--- src/rtl/ram_port_arbiter.sv ---
// Byte-serial arbiter sharing one 8-bit RAM/IO port between IF and MEM.
// Multi-byte requests become consecutive byte accesses, read data little-endian.
module ram_port_arbiter (
    input  logic        clk,
    input  logic        rst,
    input  logic        rdy,
    input  logic        if_req,
    input  logic [31:0] if_addr,
    input  logic        if_cancel,
    output logic        if_ack,
    output logic [31:0] if_data,
    input  logic        mem_req,
    input  logic        mem_we,
    input  logic [31:0] mem_addr,
    input  logic [1:0]  mem_len,
    input  logic [31:0] mem_wdata,
    output logic        mem_ack,
    output logic [31:0] mem_rdata,
    input  logic [7:0]  ram_din,
    output logic [7:0]  ram_dout,
    output logic [31:0] ram_addr,
    output logic        ram_wr,
    output logic        busy
);

    typedef enum logic [1:0] {
        IDLE,
        RD,
        WR,
        DONE
    } state_t;

    state_t      state;
    state_t      state_nx;
    logic [31:0] base;
    logic [2:0]  len;
    logic [31:0] wdata;
    logic        own_mem;
    logic [2:0]  cnt;
    logic        pend;
    logic [31:0] rbuf;

    logic        grant_if;
    logic        grant;
    logic [2:0]  idx;
    logic        cap;
    logic        last_cap;
    logic        cancel;
    logic [2:0]  mem_n;

    assign grant_if = !mem_req && if_req && !if_cancel;
    assign grant    = rdy && (mem_req || grant_if);
    // pend: an address went out last cycle, its byte is on ram_din now
    assign idx      = cnt + {2'b00, pend};
    assign cap      = (state == RD) && rdy && pend;
    assign last_cap = cap && (cnt + 3'd1 == len);
    assign cancel   = (state == RD) && !own_mem && if_cancel;

    always_comb begin
        unique case (mem_len)
            2'b00:   mem_n = 3'd1;
            2'b01:   mem_n = 3'd2;
            default: mem_n = 3'd4;
        endcase
    end

    always_comb begin
        state_nx = state;
        unique case (state)
            IDLE: begin
                if (rdy && mem_req)
                    state_nx = mem_we ? WR : RD;
                else if (rdy && grant_if)
                    state_nx = RD;
            end
            RD: begin
                if (cancel)
                    state_nx = IDLE;
                else if (last_cap)
                    state_nx = DONE;
            end
            WR: begin
                if (rdy && cnt == len - 3'd1)
                    state_nx = DONE;
            end
            DONE: begin
                if (rdy)
                    state_nx = IDLE;
            end
            default: state_nx = IDLE;
        endcase
    end

    always_comb begin
        ram_addr = 32'd0;
        ram_dout = 8'd0;
        ram_wr   = 1'b0;
        unique case (state)
            RD: ram_addr = base + {29'd0, idx};
            WR: begin
                ram_addr = base + {29'd0, cnt};
                ram_dout = wdata[{cnt[1:0], 3'b000} +: 8];
                ram_wr   = rdy;
            end
            default: ;
        endcase
    end

    assign if_ack    = (state == DONE) && rdy && !own_mem;
    assign mem_ack   = (state == DONE) && rdy && own_mem;
    assign if_data   = rbuf;
    assign mem_rdata = rbuf;
    assign busy      = (state != IDLE);

    always_ff @(posedge clk or posedge rst) begin
        if (rst) begin
            state   <= IDLE;
            base    <= 32'd0;
            len     <= 3'd0;
            wdata   <= 32'd0;
            own_mem <= 1'b0;
            cnt     <= 3'd0;
            pend    <= 1'b0;
            rbuf    <= 32'd0;
        end else begin
            state <= state_nx;
            unique case (state)
                IDLE: begin
                    if (grant) begin
                        own_mem <= mem_req;
                        base    <= mem_req ? mem_addr : if_addr;
                        len     <= mem_req ? mem_n : 3'd4;
                        wdata   <= mem_wdata;
                        cnt     <= 3'd0;
                        pend    <= 1'b0;
                        rbuf    <= 32'd0;
                    end
                end
                RD: begin
                    // a pause drops the in-flight byte so it gets reissued
                    if (rdy) begin
                        if (pend) begin
                            rbuf[{cnt[1:0], 3'b000} +: 8] <= ram_din;
                            cnt <= cnt + 3'd1;
                        end
                        pend <= (idx < len);
                    end else begin
                        pend <= 1'b0;
                    end
                end
                WR: begin
                    if (rdy)
                        cnt <= cnt + 3'd1;
                end
                default: ;
            endcase
        end
    end

endmodule

--- config.mk ---
export PLATFORM = sky130hd
export DESIGN_NAME = ram_port_arbiter
export DESIGN_NICKNAME = d
export VERILOG_FILES = /design/src/rtl/ram_port_arbiter.sv
export SDC_FILE = /design/constraint.sdc
export NUM_CORES = 1
export LEC_CHECK = 0
export BUFFER_PORTS_ARGS = -buffer_cell sky130_fd_sc_hd__buf_2
export CAP_MARGIN = 20
export CORE_UTILIZATION = 45
export CTS_CLUSTER_DIAMETER = 120
export DETAILED_ROUTE_END_ITERATION = 10
export PLACE_DENSITY = 0.76
export RECOVER_POWER = 50
export SLEW_MARGIN = 20
export SYNTH_ARGS = -nofsm -noshare
export SYNTH_HDL_FRONTEND = slang
export SYNTH_SLANG_ARGS = --single-unit
--- constraint.sdc ---
create_clock -name clk -period 4.45 [get_ports clk]
set_input_delay 0.89 -clock clk [delete_from_list [all_inputs] [get_ports clk]]
set_output_delay 0.89 -clock clk [all_outputs]
set_load 0.1 [all_outputs]
==> results of run 1 <==
## metal layers
layer  part of all wire, %  up-vias  track usage [%]
li1                      -     2643                -
met2                    49      189             38.7
met5                     0        -                0
met3                   5.5       27             3.62
met4                   2.4        0             9.73
met1                    43     2594             29.4
## area by class of cell
type                            instances  area (um^2)  share of cell area [%]
Multi-Input combinational cell        498         3100                    39.4
Sequential cell                       106         2650                    33.7
Timing Repair Buffer                  230         1530                    19.4
Clock buffer                            9          225                    2.86
Tap cell                              176          220                    2.80
Clock inverter                          7         78.8                    1.00
Inverter                               16         60.1                   0.763
Antenna cell                            1         2.50                  0.0318
## worst max path at each step
stage,end,depth (start not counted),from,slack (ps)
3_5_place_dp,ram_addr[6],11,state[0],550
2_1_floorplan,ram_addr[13],10,cnt[0],-20
4_1_cts,ram_addr[26],11,pend,160
5_1_grt,ram_addr[31],10,pend,60
3_3_place_gp,ram_addr[26],11,pend,580
6_report,ram_addr[6],11,state[0],210
## cell families after synthesis
family / after synthesis / share of synthesized area [%]
compound gates: 106 / 10.6
xor+xnor: 34 / 4.86
fa+ha+maj: 17 / 3.60
buf+inv: 83 / 7.17
flops: 106 / 43.3
mux: 43 / 8.70
simple gates: 298 / 21.8
## worst min-delay path: stages (launching register included)
cell	delay, ps
dfrtp_1	340
nand2_1	50
nand2_1	50
## synthesized netlist by cell type, types with 16 or more instances
library cell	n	area share, %
nor2_1	44	2.7
nand3_1	18	1.5
o21ai_0	53	4.3
nand2_1	181	11
xor2_1	24	3.4
ha_1	16	3.3
a22o_1	16	2.3
mux2i_1	33	5.4
clkbuf_1	27	1.7
dfrtp_1	106	43
inv_1	16	0.98
buf_4	33	4.0
## registers in the layout, indices dropped and copies added (netlist names)
name and cells:
base 32, cnt 3, if_data 32, len 3
own_mem 1, pend 1, state 2, wdata 32
## metrics by stage
step	setup WS [ps]	utilization [%]	hold WS, ps	instances	TNS, ps
after detailed placement	545	57.6	457	1026	0
after global routing	56.0	59.4	501	1043	0
after global placement	579	57.6	455	1026	0
after CTS	160	59.9	475	1042	0
final	206	59.4	474	1043	0
after floorplan	-16.6	-	440	687	-47.7
==> flow_summary.yaml, run 1 <==
status:
  outcome: "finished with violations"
  violations: "capacitance limit, slew limit"
clock_tree:
  root_buffer: "clkbuf_16"
  clk_pin_slew_worst_paths_ps: 70
  cts_setup_buffers: 0
  clockBufferDepth: 2
  insertion_delay_ps: 360
  cts_buffers: 9
  cts_tree: "built"
  clkSinkCount: 106
  cts_resized: 0
  cts_max_level: 3
  cts_hold_buf: 0
synth:
  synth_nets: 817
  synth.distinct_cells: 49
  syn_area_per_cell_um2: 8.92
  synth-edff-count: 0
  async_flop_share_pct: 100
  yosys_warnings: 0
  seq_area_frac_synth_pct: 43.3
  synthCells: 687
  ys_ff_latch: 106
  synth_top_flop_cell: "dfrtp_1"
  synth_area_um2: 6120
route:
  first_pass_iters: 4
  wl_per_cell_um: 15.0
  drt_iter0_drc: 301
  avgViaCountPerCell: 5.23
  wirelength_um: 15700
  drc: 0
  ant_nets: 0
  vias: 5453
min_path:
  hp-start: "wdata[21]"
  min_path_cells: 2
  min_to: "wdata[21]"
  hold_path_class: "register to register"
worst_setup_path:
  critPathMaxStageDelay_ps: 440
  cp.arrival_ps: 3350
  reg2reg_slack_ps: 1950
  worstSetupStartpointType: "register"
  required_ps: 3560
  cp-end-kind: "output pin"
  cp_top_family: "adder cells"
  crit_slowest_cell: "dfrtp_1"
  cp.buffers_inverters: 2
  crit_top_cell: "ha_1"
  worstRegToRegCells: 6
  rr_startpoint: "state[0]"
  r2r-end: "if_data[2]"
  criticalPathCategory: "register to output pin"
  path_cells: "inv_1, ha_1, mux2_2, ha_1, fa_1, a21oi_1, nor2b_2, and3_1, xnor2_1, nor2_2, buf_12"
  path_max_fanout: 10
grt:
  grt_util_all_layers_pct: 23.0
  antenna_found_initial: 1
  grt-ovfl-total: 0
  grt_start_max_net_pins: 80
  grt_pass1_vias: 5113
  grt_pass1_wl_um: 25400
placement:
  dpl-instance-area_um2: 7630
  gp_congestion: 0.857
  dp_hpwl_um: 11700
  numPortBuffers: 220
timing:
  maxSlewViolCount: 117
  rsz0062_at_grt: "false"
  setup_viol: 0
  tightest_slew_ps: 3010
  finalCriticalPeriod_ps: 4240
  fin_crit_sh_pct: 95.4
  slew_headroom_pct: -101
  clock_skew_ps: 6.74
  max_freq_mhz: 236
  hold_viol: 0
floorplan:
  core_um2: 13200
  dieArea_um2: 14100
  die_w_um: 119
  rows: 42
  start_util_pct: 46.2
  die_h_um: 119
  ios: 221
final_layout:
  layout_commonest_cell: "nand2_1"
  finalNetCount: 991
  final_cell_mix: "nand2_1, buf_2, dfrtp_1, o21ai_0, clkbuf_1"
  final_cell_area_um2: 7870
  nFillCells: 1196
  area.growth.synth_to_final_pct: 28.4
  drive_above_1_share_pct: 27.1
job:
  maxCapViolCount: 2
Power of run 1 is not shown: default switching activity piles up to over one toggle a cycle in this logic, so the estimate is an artifact.
==> run 2: changes to the inputs <==
--- a/config.mk
+++ b/config.mk
@@ -7,11 +7,13 @@
 export LEC_CHECK = 0
 export BUFFER_PORTS_ARGS = -buffer_cell sky130_fd_sc_hd__buf_2
 export CAP_MARGIN = 20
+export CORE_ASPECT_RATIO = 0.7
 export CORE_UTILIZATION = 45
 export CTS_CLUSTER_DIAMETER = 120
 export DETAILED_ROUTE_END_ITERATION = 10
 export PLACE_DENSITY = 0.76
 export RECOVER_POWER = 50
+export REMOVE_ABC_BUFFERS = 1
 export SLEW_MARGIN = 20
 export SYNTH_ARGS = -nofsm -noshare
 export SYNTH_HDL_FRONTEND = slang
==> run 2 against run 1 <==
Net effect:
- the flow still finishes with violations (capacitance limit, slew limit)
- critical path type unchanged
- count of clock-buffer cells in the layout unchanged
- register-to-register slack lost 1300 ps
- via count is 0.59% higher
- largest cell class unchanged
- first-iteration DRC count up 37%
- final area decreased by 1.3%
==> flow_summary.yaml, run 2 (same netlist as run 1, synthesis figures left out) <==
status:
  outcome: "finished with violations"
  violations: "capacitance limit, slew limit"
clock_tree:
  insertion_delay_ps: 350
  clk_pin_slew_worst_paths_ps: 80
  cts_hold_buf: 0
  cts_tree: "built"
  cts_resized: 1
  cts_setup_buffers: 0
  clockBufferDepth: 2
  clkSinkCount: 106
  cts_buffers: 9
  root_buffer: "clkbuf_16"
  cts_max_level: 3
worst_setup_path:
  cp.arrival_ps: 3310
  worstSetupStartpointType: "register"
  cp-end-kind: "output pin"
  path_cells: "ha_1, ha_1, mux2_2, ha_1, a21oi_1, o21ai_1, nand3_2, or3_1, a21oi_1, buf_12"
  path_max_fanout: 9
  criticalPathCategory: "register to output pin"
  critPathMaxStageDelay_ps: 490
  crit_top_cell: "ha_1"
  crit_slowest_cell: "dfrtp_1"
  crit_start: "pend"
  required_ps: 3560
  rr_startpoint: "state[0]"
route:
  wl_per_cell_um: 15.3
  vias: 5485
  ant_nets: 0
  wirelength_um: 16100
  drt_iter0_drc: 411
  first_pass_iters: 5
  avgViaCountPerCell: 5.22
  drc: 0
grt:
  antenna_found_initial: 0
  grt_pass1_vias: 5105
  grt-ovfl-total: 0
  grt_pass1_wl_um: 25800
  grt_start_max_net_pins: 83
  grt_util_all_layers_pct: 23.6
timing:
  max_freq_mhz: 238
  setup_viol: 0
  tightest_slew_ps: 3100
  finalCriticalPeriod_ps: 4200
  clock_skew_ps: 8.33
  fin_crit_sh_pct: 94.3
  maxSlewViolCount: 129
  slew_headroom_pct: -107
  rsz0062_at_grt: "false"
  whs_ps: 473
  hold_viol: 0
final_layout:
  finalNetCount: 991
  diodes: 0
  area.growth.synth_to_final_pct: 26.8
  layout_commonest_cell: "nand2_1"
  final_cell_mix: "nand2_1, buf_2, dfrtp_1, o21ai_0, nor2_1"
  drive_above_1_share_pct: 25.6
min_path:
  hp-start: "wdata[17]"
  hold_path_class: "register to register"
floorplan:
  start_util_pct: 46.3
  rows: 35
  die_h_um: 99.6
  core_um2: 13200
  die_w_um: 141
  dieArea_um2: 14100
  ios: 221
job:
  maxCapViolCount: 2
placement:
  gp_congestion: 0.861
  dp_hpwl_um: 11900
  numPortBuffers: 220
[run 2: changes by cell type in the layout (fill, tap and decap cells not counted), sizes merged]
| cell | change |
|---|---|
| buf | +11 |
| bufinv | -1 |
| clkbuf | -11 |
| clkinv | -1 |
| clkinvlp | +1 |
| diode | -1 |
| inv | +1 |
[run 2: layout make-up]
cell class                 instances  area, um^2
timing repair buffer             230        1490
clock buffer                       9         225
clock inverter                     7        63.8
sequential                       106        2650
tap                              185         231
multi-input combinational        498        3040
inverter                          16        60.1
fill                            1205        5460
[run 2: per-layer routing]
layer | wire, um | vias to the layer above | track usage, %
li1 | - | 2642 | -
met1 | 7140 | 2593 | 30.6
met2 | 7510 | 230 | 38.8
met3 | 1250 | 20 | 6.64
met4 | 180 | 0 | 7.03
met5 | 0 | - | 0
[run 2: final timing paths]
| kind | endpoint | slack, ps | depth (start not counted) |
|---|---|---|---|
| worst max-delay path | ram_addr[31] | 250 | 10 |
| worst min-delay path | wdata[17] | 470 | 2 |
| worst max register to register | if_data[12] | 660 | 7 |
| worst min register to register | wdata[17] | 470 | 2 |
| max in group asynchronous | wdata[6] | 1030 | 2 |
| min in group asynchronous | base[31] | 1660 | 2 |
[run 2: worst max-delay path: cells and delay by family, from the launching register on]
family,cells,cell delay (ps)
buf+inv,1,220
fa+ha+maj,3,820
mux,1,300
compound gates,3,560
flops,1,490
simple gates,2,560
[run 2: stage by stage]
step | util [%] | instances | TNS, ps | setup WS (ps) | area (um^2)
global placement | 56.9 | 1035 | 0 | 480 | 7530
detailed placement | 56.9 | 1035 | 0 | 376 | 7530
floorplan | - | 620 | -14100 | -1110 | 5750
CTS | 59.1 | 1051 | 0 | 83.1 | 7820
global route | 58.7 | 1051 | 0 | 55.3 | 7760
finish | 58.7 | 1051 | 0 | 252 | 7760
Power of run 2 is left out for the same reason.
